$ cat src/rtl/acc_control_unit.sv
// Sequencer for the SHA-256 accelerator: snoops a start command, fetches the
// message block, steps MS/CM through init and hash, then writes status and h0..h7.
//
// state          | meaning
// IDLE           | waiting for start bit written to HCB base
// READ_MESSAGE   | requesting the 512-bit block at HCB + msg offset
// WRITE_BUSY_BIT | writing busy=1 to ACB status word
// INIT           | one-cycle ms_init/cm_init pulse
// HASH           | ms_enable/cm_enable high for HASH_CYCLE_COUNT cycles
// WRITE_H        | writing hash word h_idx to ACB + h0 offset + 4*h_idx
// WRITE_DONE_BIT | writing done=1, busy=0 to ACB status word
module acc_control_unit #(
   parameter int MEM_LISTEN_ADDR_SIZE    = 16,
   parameter int MEM_LISTEN_DATA_SIZE    = 32,
   parameter int MEM_ACC_READ_ADDR_SIZE  = 16,
   parameter int MEM_ACC_READ_DATA_SIZE  = 512,
   parameter int MEM_ACC_WRITE_ADDR_SIZE = 16,
   parameter int MEM_ACC_WRITE_DATA_SIZE = 32,
   parameter logic [15:0] HCB_START_ADDR = 16'h1000,
   parameter logic [15:0] HCB_MSG_OFFSET = 16'h0008,
   parameter logic [15:0] ACB_START_ADDR = 16'h5000,
   parameter logic [15:0] ACB_H0_OFFSET  = 16'h0008,
   parameter int HASH_RESULT_LENGTH      = 256,
   parameter int HASH_CYCLE_COUNT        = 65
) (
   input  logic                               clk,
   input  logic                               rst_n,
   input  logic                               mem_listen_en,
   input  logic [MEM_LISTEN_ADDR_SIZE-1:0]    mem_listen_addr,
   input  logic [MEM_LISTEN_DATA_SIZE-1:0]    mem_listen_data,
   output logic                               mem_acc_read_en,
   output logic [MEM_ACC_READ_ADDR_SIZE-1:0]  mem_acc_read_addr,
   input  logic [MEM_ACC_READ_DATA_SIZE-1:0]  mem_acc_read_data,
   input  logic                               mem_acc_read_data_valid,
   output logic                               mem_acc_write_en,
   output logic [MEM_ACC_WRITE_ADDR_SIZE-1:0] mem_acc_write_addr,
   output logic [MEM_ACC_WRITE_DATA_SIZE-1:0] mem_acc_write_data,
   input  logic                               mem_acc_write_done,
   output logic [MEM_ACC_READ_DATA_SIZE-1:0]  ms_msg,
   output logic                               ms_init,
   output logic                               ms_enable,
   output logic                               cm_init,
   output logic                               cm_enable,
   input  logic [HASH_RESULT_LENGTH-1:0]      cm_out
);

   localparam int CNT_W = $clog2(HASH_CYCLE_COUNT + 1);
   localparam int WD_W  = MEM_ACC_WRITE_DATA_SIZE;

   typedef enum logic [2:0] {
      IDLE,
      READ_MESSAGE,
      WRITE_BUSY_BIT,
      INIT,
      HASH,
      WRITE_H,
      WRITE_DONE_BIT
   } state_t;

   state_t                            state_q, state_d;
   logic [2:0]                        h_idx_q, h_idx_d;
   logic [CNT_W-1:0]                  cnt_q, cnt_d;
   logic [MEM_ACC_READ_DATA_SIZE-1:0] msg_q, msg_d;
   logic [WD_W-1:0]                   wdata_q, wdata_d;
   logic                              start_cmd;
   logic                              unused_listen_bits;

   assign unused_listen_bits = ^mem_listen_data[MEM_LISTEN_DATA_SIZE-1:1];

   assign start_cmd = mem_listen_en && (mem_listen_addr == HCB_START_ADDR[MEM_LISTEN_ADDR_SIZE-1:0])
                      && mem_listen_data[0];

   // Hash word i is the i-th 32-bit slice counted from the MSB of cm_out.
   function automatic logic [WD_W-1:0] hash_word(input logic [HASH_RESULT_LENGTH-1:0] h,
                                                 input logic [2:0] i);
      logic [7:0] sh;
      sh = {3'd7 - i, 5'd0};
      return WD_W'(h >> sh);
   endfunction

   always_comb begin
      state_d = state_q;
      h_idx_d = h_idx_q;
      cnt_d   = cnt_q;
      msg_d   = msg_q;
      wdata_d = wdata_q;
      case (state_q)
         IDLE: begin
            if (start_cmd) state_d = READ_MESSAGE;
         end
         READ_MESSAGE: begin
            if (mem_acc_read_data_valid) begin
               msg_d   = mem_acc_read_data;
               wdata_d = WD_W'(1);
               state_d = WRITE_BUSY_BIT;
            end
         end
         WRITE_BUSY_BIT: begin
            if (mem_acc_write_done) begin
               wdata_d = '0;
               state_d = INIT;
            end
         end
         INIT: begin
            cnt_d   = '0;
            state_d = HASH;
         end
         HASH: begin
            if (cnt_q == CNT_W'(HASH_CYCLE_COUNT - 1)) begin
               h_idx_d = 3'd0;
               wdata_d = hash_word(cm_out, 3'd0);
               state_d = WRITE_H;
            end else begin
               cnt_d = cnt_q + 1'b1;
            end
         end
         WRITE_H: begin
            if (mem_acc_write_done) begin
               if (h_idx_q == 3'd7) begin
                  wdata_d = WD_W'(2);
                  state_d = WRITE_DONE_BIT;
               end else begin
                  h_idx_d = h_idx_q + 3'd1;
                  wdata_d = hash_word(cm_out, h_idx_q + 3'd1);
               end
            end
         end
         WRITE_DONE_BIT: begin
            if (mem_acc_write_done) begin
               wdata_d = '0;
               state_d = IDLE;
            end
         end
         default: state_d = IDLE;
      endcase
   end

   always_ff @(posedge clk) begin
      if (!rst_n) begin
         state_q <= IDLE;
         h_idx_q <= '0;
         cnt_q   <= '0;
         msg_q   <= '0;
         wdata_q <= '0;
      end else begin
         state_q <= state_d;
         h_idx_q <= h_idx_d;
         cnt_q   <= cnt_d;
         msg_q   <= msg_d;
         wdata_q <= wdata_d;
      end
   end

   // Everything below is decoded from registered state only.
   always_comb begin
      mem_acc_read_en    = 1'b0;
      mem_acc_read_addr  = '0;
      mem_acc_write_en   = 1'b0;
      mem_acc_write_addr = '0;
      ms_init            = 1'b0;
      cm_init            = 1'b0;
      ms_enable          = 1'b0;
      cm_enable          = 1'b0;
      case (state_q)
         READ_MESSAGE: begin
            mem_acc_read_en   = 1'b1;
            mem_acc_read_addr = MEM_ACC_READ_ADDR_SIZE'(HCB_START_ADDR + HCB_MSG_OFFSET);
         end
         WRITE_BUSY_BIT, WRITE_DONE_BIT: begin
            mem_acc_write_en   = 1'b1;
            mem_acc_write_addr = MEM_ACC_WRITE_ADDR_SIZE'(ACB_START_ADDR);
         end
         INIT: begin
            ms_init = 1'b1;
            cm_init = 1'b1;
         end
         HASH: begin
            ms_enable = 1'b1;
            cm_enable = 1'b1;
         end
         WRITE_H: begin
            mem_acc_write_en   = 1'b1;
            mem_acc_write_addr = MEM_ACC_WRITE_ADDR_SIZE'(ACB_START_ADDR + ACB_H0_OFFSET
                                 + {11'd0, h_idx_q, 2'b00});
         end
         default: ;
      endcase
   end

   assign mem_acc_write_data = wdata_q;
   assign ms_msg             = msg_q;

endmodule

$ cat config.mk
export PLATFORM = sky130hd
export DESIGN_NAME = acc_control_unit
export DESIGN_NICKNAME = d
export VERILOG_FILES = /design/src/rtl/acc_control_unit.sv
export SDC_FILE = /design/constraint.sdc
export NUM_CORES = 1
export LEC_CHECK = 0
export CORE_AREA = 3 3 547 549
export CTS_CLUSTER_SIZE = 24
export DETAILED_ROUTE_END_ITERATION = 16
export DIE_AREA = 0 0 550 552
export GPL_TIMING_DRIVEN = 0
export PLACE_DENSITY = 0.3
export REMOVE_ABC_BUFFERS = 1
export SETUP_SLACK_MARGIN = 0.5
export SYNTH_ARGS = -nofsm -noshare
export SYNTH_HDL_FRONTEND = slang
export SYNTH_SLANG_ARGS = --single-unit
$ cat constraint.sdc
create_clock -name clk -period 3.5 [get_ports clk]
set_input_delay 0.7 -clock clk [delete_from_list [all_inputs] [get_ports clk]]
set_output_delay 0.7 -clock clk [all_outputs]
set_load 0.005 [all_outputs]
==> flow_summary_export.csv <==
group,metric,value,unit
clock_tree,clock_tree.buffer_depth,4,
sta,post-route-min-period,2870,ps
pwr,p_int,13.0,mW
cells_and_area,final_nets,4835,
min_path,hold_path_class,"reg2reg",
clock_tree,cts_buffers,90,
worst_setup_path,critical_path_class,"reg2out",
cells_and_area,regArea,11200,um^2
yosys,yosysTopAreaCell,"dfxtp_1",
pwr,p_comb_frac,0.076,
cells_and_area,final_cell_mix,"clkdlybuf4s50_1 (1341), nand2_1 (1034), dfxtp_1 (553), a21boi_0 (514)",
drt,avgRoutedWirePerCell,23.3,um
yosys,synth_cells,2753,
job,cap_viol_max_count,0,
cells_and_area,fin_area,44500,um^2
sta,setup_viol,0,
placement,placedCellCount,7824,
pwr,vdd_drop_max,314,uV
cells_and_area,area_delta_synth_final,93.3,%
drt,drc,0,
clock_tree,cts-root-buf,"clkbuf_16",
yosys,yosysWarnings,0,
floorplanning,core_area,294000,um^2
clock_tree,clock_latency,780,ps
clock_tree,cts.htree.levels,3,
sta,worstMarginPinSlew,859,ps
clock_tree,clock_sinks,557,
sta,fin_hold_ws,462,ps
yosys,ys_types,47,
floorplanning,die_w,550,um
yosys,ys.flop_type,"dfxtp_1",
cells_and_area,fillers,33400,
clock_tree,clk_pin_slew,50,ps
sta,rsz0062_at_grt,"yes",
drt,wl,187000,um
drt,drtIter0Drc,1261,
worst_setup_path,r2r_slack,680,ps
sta,fmax,0.349,GHz
floorplanning,floorplan.initialDensity,0.0783,
sta,layout_setup_ws,635,ps
drt,vias,24900,
placement,place_area,41300,um^2
pwr,switchingPower,4.13,mW
global_routing,grt_max_degree,128,
global_routing,antenna_found_initial,125,
yosys,synth-edff-count,0,
sta,hold_violations,0,
floorplanning,io_pins,1403,
worst_setup_path,cp_max_fo,10,
sta,finalCritPeriodShare,0.819,
status,status,"finished, final reports clean",
placement,numPortBuffers,1347,
cells_and_area,layout-drive-gt1-share,0.0589,
sta,report.final.slew_viol_count,0,
drt,viasPerCell,3.11,
drt,antenna_left,0,
placement,place_ws,-15.0,ps
drt,firstDrtPassIters,5,
global_routing,grt_pass1_wl,244000,um
pwr,p_seq_frac,0.369,
clock_tree,cts_tree,"yes",
pwr,clkPwrFrac,0.554,
sta,slew_headroom,0.411,
clock_tree,cts_hold_buf,0,
yosys,synthArstFlopShare,0,
worst_setup_path,crit_path_start_kind,"flop",
placement,place.gp.congestion,0.850,
yosys,synth_area_per_cell,8.37,um^2
global_routing,grt_usage,0.117,
cells_and_area,layout_commonest_cell,"clkdlybuf4s50_1",
floorplanning,row_count,199,
yosys,ys_ff_latch,557,
worst_setup_path,crit_end,"mem_acc_write_addr[5]",
pwr,p_per_area,385,nW/um^2
cells_and_area,finalNonFillerCells,8014,
worst_setup_path,arrival,2170,ps
worst_setup_path,end_kind,"output pin",
worst_setup_path,worstSetupStartpoint,"state_q[0]$_SDFFE_PN0P_",
cells_and_area,final_core_util,0.151,
pwr,switching_share,0.240,
floorplanning,die_y,552,um
placement,dp_hpwl,149000,um
yosys,synth_area_leaders,"dfxtp_1 (48%), nand2_1 (17%), a21boi_0 (17%)",
worst_setup_path,cp.required,2800,ps
sta,skew,52.3,ps
cells_and_area,multiInputGateArea,10900,um^2
worst_setup_path,worstRegToRegCells,7,
floorplanning,dieArea,304000,um^2
yosys,yosysSeqAreaShare,0.484,
yosys,synth_area,23000,um^2
pwr,leakage,13.7,nW
global_routing,overflow,0,
worst_setup_path,timing.rr.start,"h_idx_q[0]$_SDFFE_PN0P_",
global_routing,grt_pass1_vias,25200,
yosys,synth_top_area_frac,0.484,
worst_setup_path,r2r-end,"mem_acc_write_data[0]$_SDFFE_PN0P_",
-- synth_stat cells, types with 2 or more instances --
cell and instances:
buf_2 46, o21a_1 2, xnor2_1 2, o21ai_0 31, buf_4 29, nor4_1 2
a21oi_1 65, nor2_1 12, inv_1 7, ha_1 5, nor3_1 4, mux2i_1 91
nor3b_1 2, a211oi_1 2, a32oi_1 6, a21boi_0 514, nor2b_1 11, clkbuf_1 172
a22oi_1 30, dfxtp_1 557, nand3b_1 2, o2111ai_1 30, mux2_2 30, xor2_1 3
nand2_1 1035, nand3_1 30, and3_1 6, o21ai_1 3, mux4_2 4, buf_1 3
-- final cells by class --
cell class                 instances  share of cell area
antenna                           23             0.00129
clock buffer                     126              0.0581
clock inverter                    29             0.00924
inverter                           7            0.000702
multi-input combinational       1962               0.245
sequential                       557               0.251
tap                             3919               0.110
timing repair buffer            1391               0.325
-- worst min-delay path by stage --
stage	slack (ps)	depth (start not counted)	start	end
final	460	2	ms_msg[111]$_SDFFE_PN0P_	ms_msg[111]$_SDFFE_PN0P_
after global routing	400	3	mem_acc_read_data[267]	ms_msg[267]$_SDFFE_PN0P_
after CTS	350	3	mem_acc_read_data[132]	ms_msg[132]$_SDFFE_PN0P_
after detailed placement	460	2	ms_msg[177]$_SDFFE_PN0P_	ms_msg[177]$_SDFFE_PN0P_
after global placement	450	2	ms_msg[87]$_SDFFE_PN0P_	ms_msg[87]$_SDFFE_PN0P_
after floorplan	460	2	ms_msg[0]$_SDFFE_PN0P_	ms_msg[0]$_SDFFE_PN0P_
-- state kept, by name, summed over array words and instances, names as in the netlist --
signal	cells
cnt_q	7
h_idx_q	3
mem_acc_write_data	32
ms_msg	512
state_q	3
-- per-layer routing --
| metal | share of wire | routed length (um) | vias up | track usage |
|---|---|---|---|---|
| met5 | 0.0025 | 471 | - | 0 |
| met2 | 0.44 | 81300 | 1222 | 0.185 |
| met4 | 0.021 | 3850 | 74 | 0.0227 |
| met1 | 0.41 | 76600 | 11700 | 0.138 |
| met3 | 0.13 | 24500 | 297 | 0.0677 |
| li1 | - | - | 11700 | - |
-- power groups by stage --
stage,Sequential [mW],Combinational (mW),Clock (mW)
after CTS,6.34,1.33,10.2
after floorplan,6.48,0.150,0
after global routing,6.33,1.38,10.3
after global placement,6.48,1.61,0
final,6.34,1.31,9.52
after detailed placement,6.48,1.32,0
-- what timing repair did --
item                                    in CTS  in global routing
gates resized for setup                     15                  3
cloned                                       1                  1
endpoints found under the hold margin        0                  0
buffers inserted                             8                  2
endpoints found under the setup margin     149                 30
pin swaps                                    1                  0
-- per-stage QoR --
step / power [mW] / setup TNS [ps]
3_5_place_dp: 7.80 / -15.0
2_1_floorplan: 6.63 / -3167030
3_3_place_gp: 8.09 / -9386230
6_report: 17.2 / 0
5_1_grt: 18.0 / 0
4_1_cts: 17.8 / 0
-- cells by family after synthesis --
family,share of synthesized area
flip-flops,0.484
multiplexers,0.0581
adder cells (fa/ha/maj),0.00272
AO/OA/AOI/OAI,0.216
buffers and inverters,0.0491
AND/OR/NAND/NOR,0.188
XOR/XNOR,0.00190
other,0.000163
-- critical path, stage by stage (launching register included) --
cell,delay [ps]
dfxtp_2,420
nor2b_2,280
and3_1,200
clkdlybuf4s50_1,530
No activity file was read; power rests on OpenSTA's default activity.
==> edit (same settings) <==
Put one more register stage on the output `ms_msg`, with the module's reset. The value now appears one clock later. The other outputs are not delayed to match.
--- a/src/rtl/acc_control_unit.sv
+++ b/src/rtl/acc_control_unit.sv
@@ -189,5 +189,11 @@
 
    assign mem_acc_write_data = wdata_q;
-   assign ms_msg             = msg_q;
+   always_ff @(posedge clk) begin
+      if (!rst_n) begin
+         ms_msg <= '0;
+      end else begin
+         ms_msg <= msg_q;
+      end
+   end
 
 endmodule
Formal check against the unedited RTL: not equivalent (a bounded check fails within 4 cycles, from zero or initial values and one cycle with rst_n low).
==> edit against the unedited design <==
- routed wire length rose by 1.8%
- total power rose by 71%
- sequential cell count is 512 higher
- worst setup slack better by 0.0063 ns
- critical path depth unchanged
- sequential power up 92%
- clock skew increased by 0.012 ns
- cell area increased by 36%
- clock power increased by 67%
- first-iteration DRC count increased by 1.8%
- final cell count up 13%
- global-route usage is 0.23 points higher
- area after synthesis is 59% higher
- critical path type unchanged
- largest cell class is now sequential cells
==> edit: results (changes against the unedited design) <==
Post-CTS Resized 48 (+33); hold wc startpoint rst_n; Synth Area in XOR/XNOR 0.000240 (-0.00166); mux cell area share after synthesis 0.0394 (-0.0187); Finished Layout Cells 9089 (+13%); pre-CTS setup slack -1.25 ns (-1.24 ns); Fillers 32400 (-3.2%); Num CTS Buffers 152 (+69%); Hold Path Sink msg_q[190]; Layout clock area frac 0.0837 (+0.0164); reg2reg end msg_q[481]; post-CTS setup buffers 28 (+20); post-synthesis cell type count 52 (+11%); Multi-input gate area 0.0140 sq mm (+28%); buffering overhead 0.250 (-0.0748); DR iter-0 viols 1284 (+1.8%); crit-path max FO 5 (-5); Leak 20.8 nW (+52%); comb_multi_in 2360 (+20%); clk_lat worst skew 0.82 ns (+0.04 ns); GR Util met2 0.219 (+0.0342); met3 usage 0.0500 (-0.0177); bufs w/o clock 1454 (+4.5%); share of post-route cells with drive strength above 1 0.0836 (+0.0247); HP Class primary input to register; initial antenna violation count 91 (-27%); status finished clean; RR Startpoint state_q[1]; internal reg-to-reg setup slack 0.65 ns (-0.03 ns); Inst Count DP 8770 (+12%); clk_skew 0.0639 ns (+0.0116 ns); inverters 6 (-1); CTS H-tree lvls 4 (+1); register area 0.0214 sq mm (+92%)
edit: changes by cell type after synthesis, moves of 30 or more:
cell      change
mux2i_1      -91
dfxtp_1     +512
mux4_2       +60
a31oi_1      +30
and2_1      +513
a21oi_1      -61
nand2_1      +31
mux2_2       -30
clkbuf_1     +52
edit: where the power goes:
group | leakage, nW | total [mW] | switching (mW) | internal [mW]
registers | 8.61 | 12.2 | 0.0000140 | 12.2
clock network | 2.48 | 15.9 | 6.24 | 9.64
logic | 9.69 | 1.30 | 0.383 | 0.917
total | 20.8 | 29.3 | 6.63 | 22.7
edit: per-layer routing:
metal,share of wire,wire length [um],vias up
met3,0.093,17700,363
met5,0.0026,487,-
met1,0.37,70200,14400
li1,-,-,14700
met4,0.029,5590,72
met2,0.51,96000,1151
edit: how the worst max path moves through the flow:
stage | startpoint | endpoint | slack, ns | cells past startpoint
final | state_q[2] | mem_acc_write_addr[2] | 0.64 | 3
after global routing | state_q[2] | msg_q[383] | 0.48 | 11
after CTS | state_q[2] | msg_q[504] | 0.33 | 16
after detailed placement | mem_acc_read_data_valid | msg_q[504] | -1.25 | 16
after global placement | state_q[1] | msg_q[358] | -101.81 | 3
after floorplan | state_q[0] | mem_acc_write_data[0] | -35.04 | 4
edit: through the flow:
step / total power, mW / hold WS (ns) / area, sq um
2_1_floorplan: 12.6 / 0.430 / 35300
3_3_place_gp: 14.2 / 0.434 / 53700
3_5_place_dp: 13.8 / 0.436 / 55000
4_1_cts: 30.3 / 0.206 / 60400
5_1_grt: 30.7 / 0.247 / 60600
6_report: 29.3 / 0.311 / 60600
edit: worst reg2reg max path, delay by kind of cell, from the launching register on:
family                 cells  cell delay, ns
AO/OA/AOI/OAI              1            0.16
buffers and inverters     13            1.79
flip-flops                 1            0.38
AND/OR/NAND/NOR            2            0.41
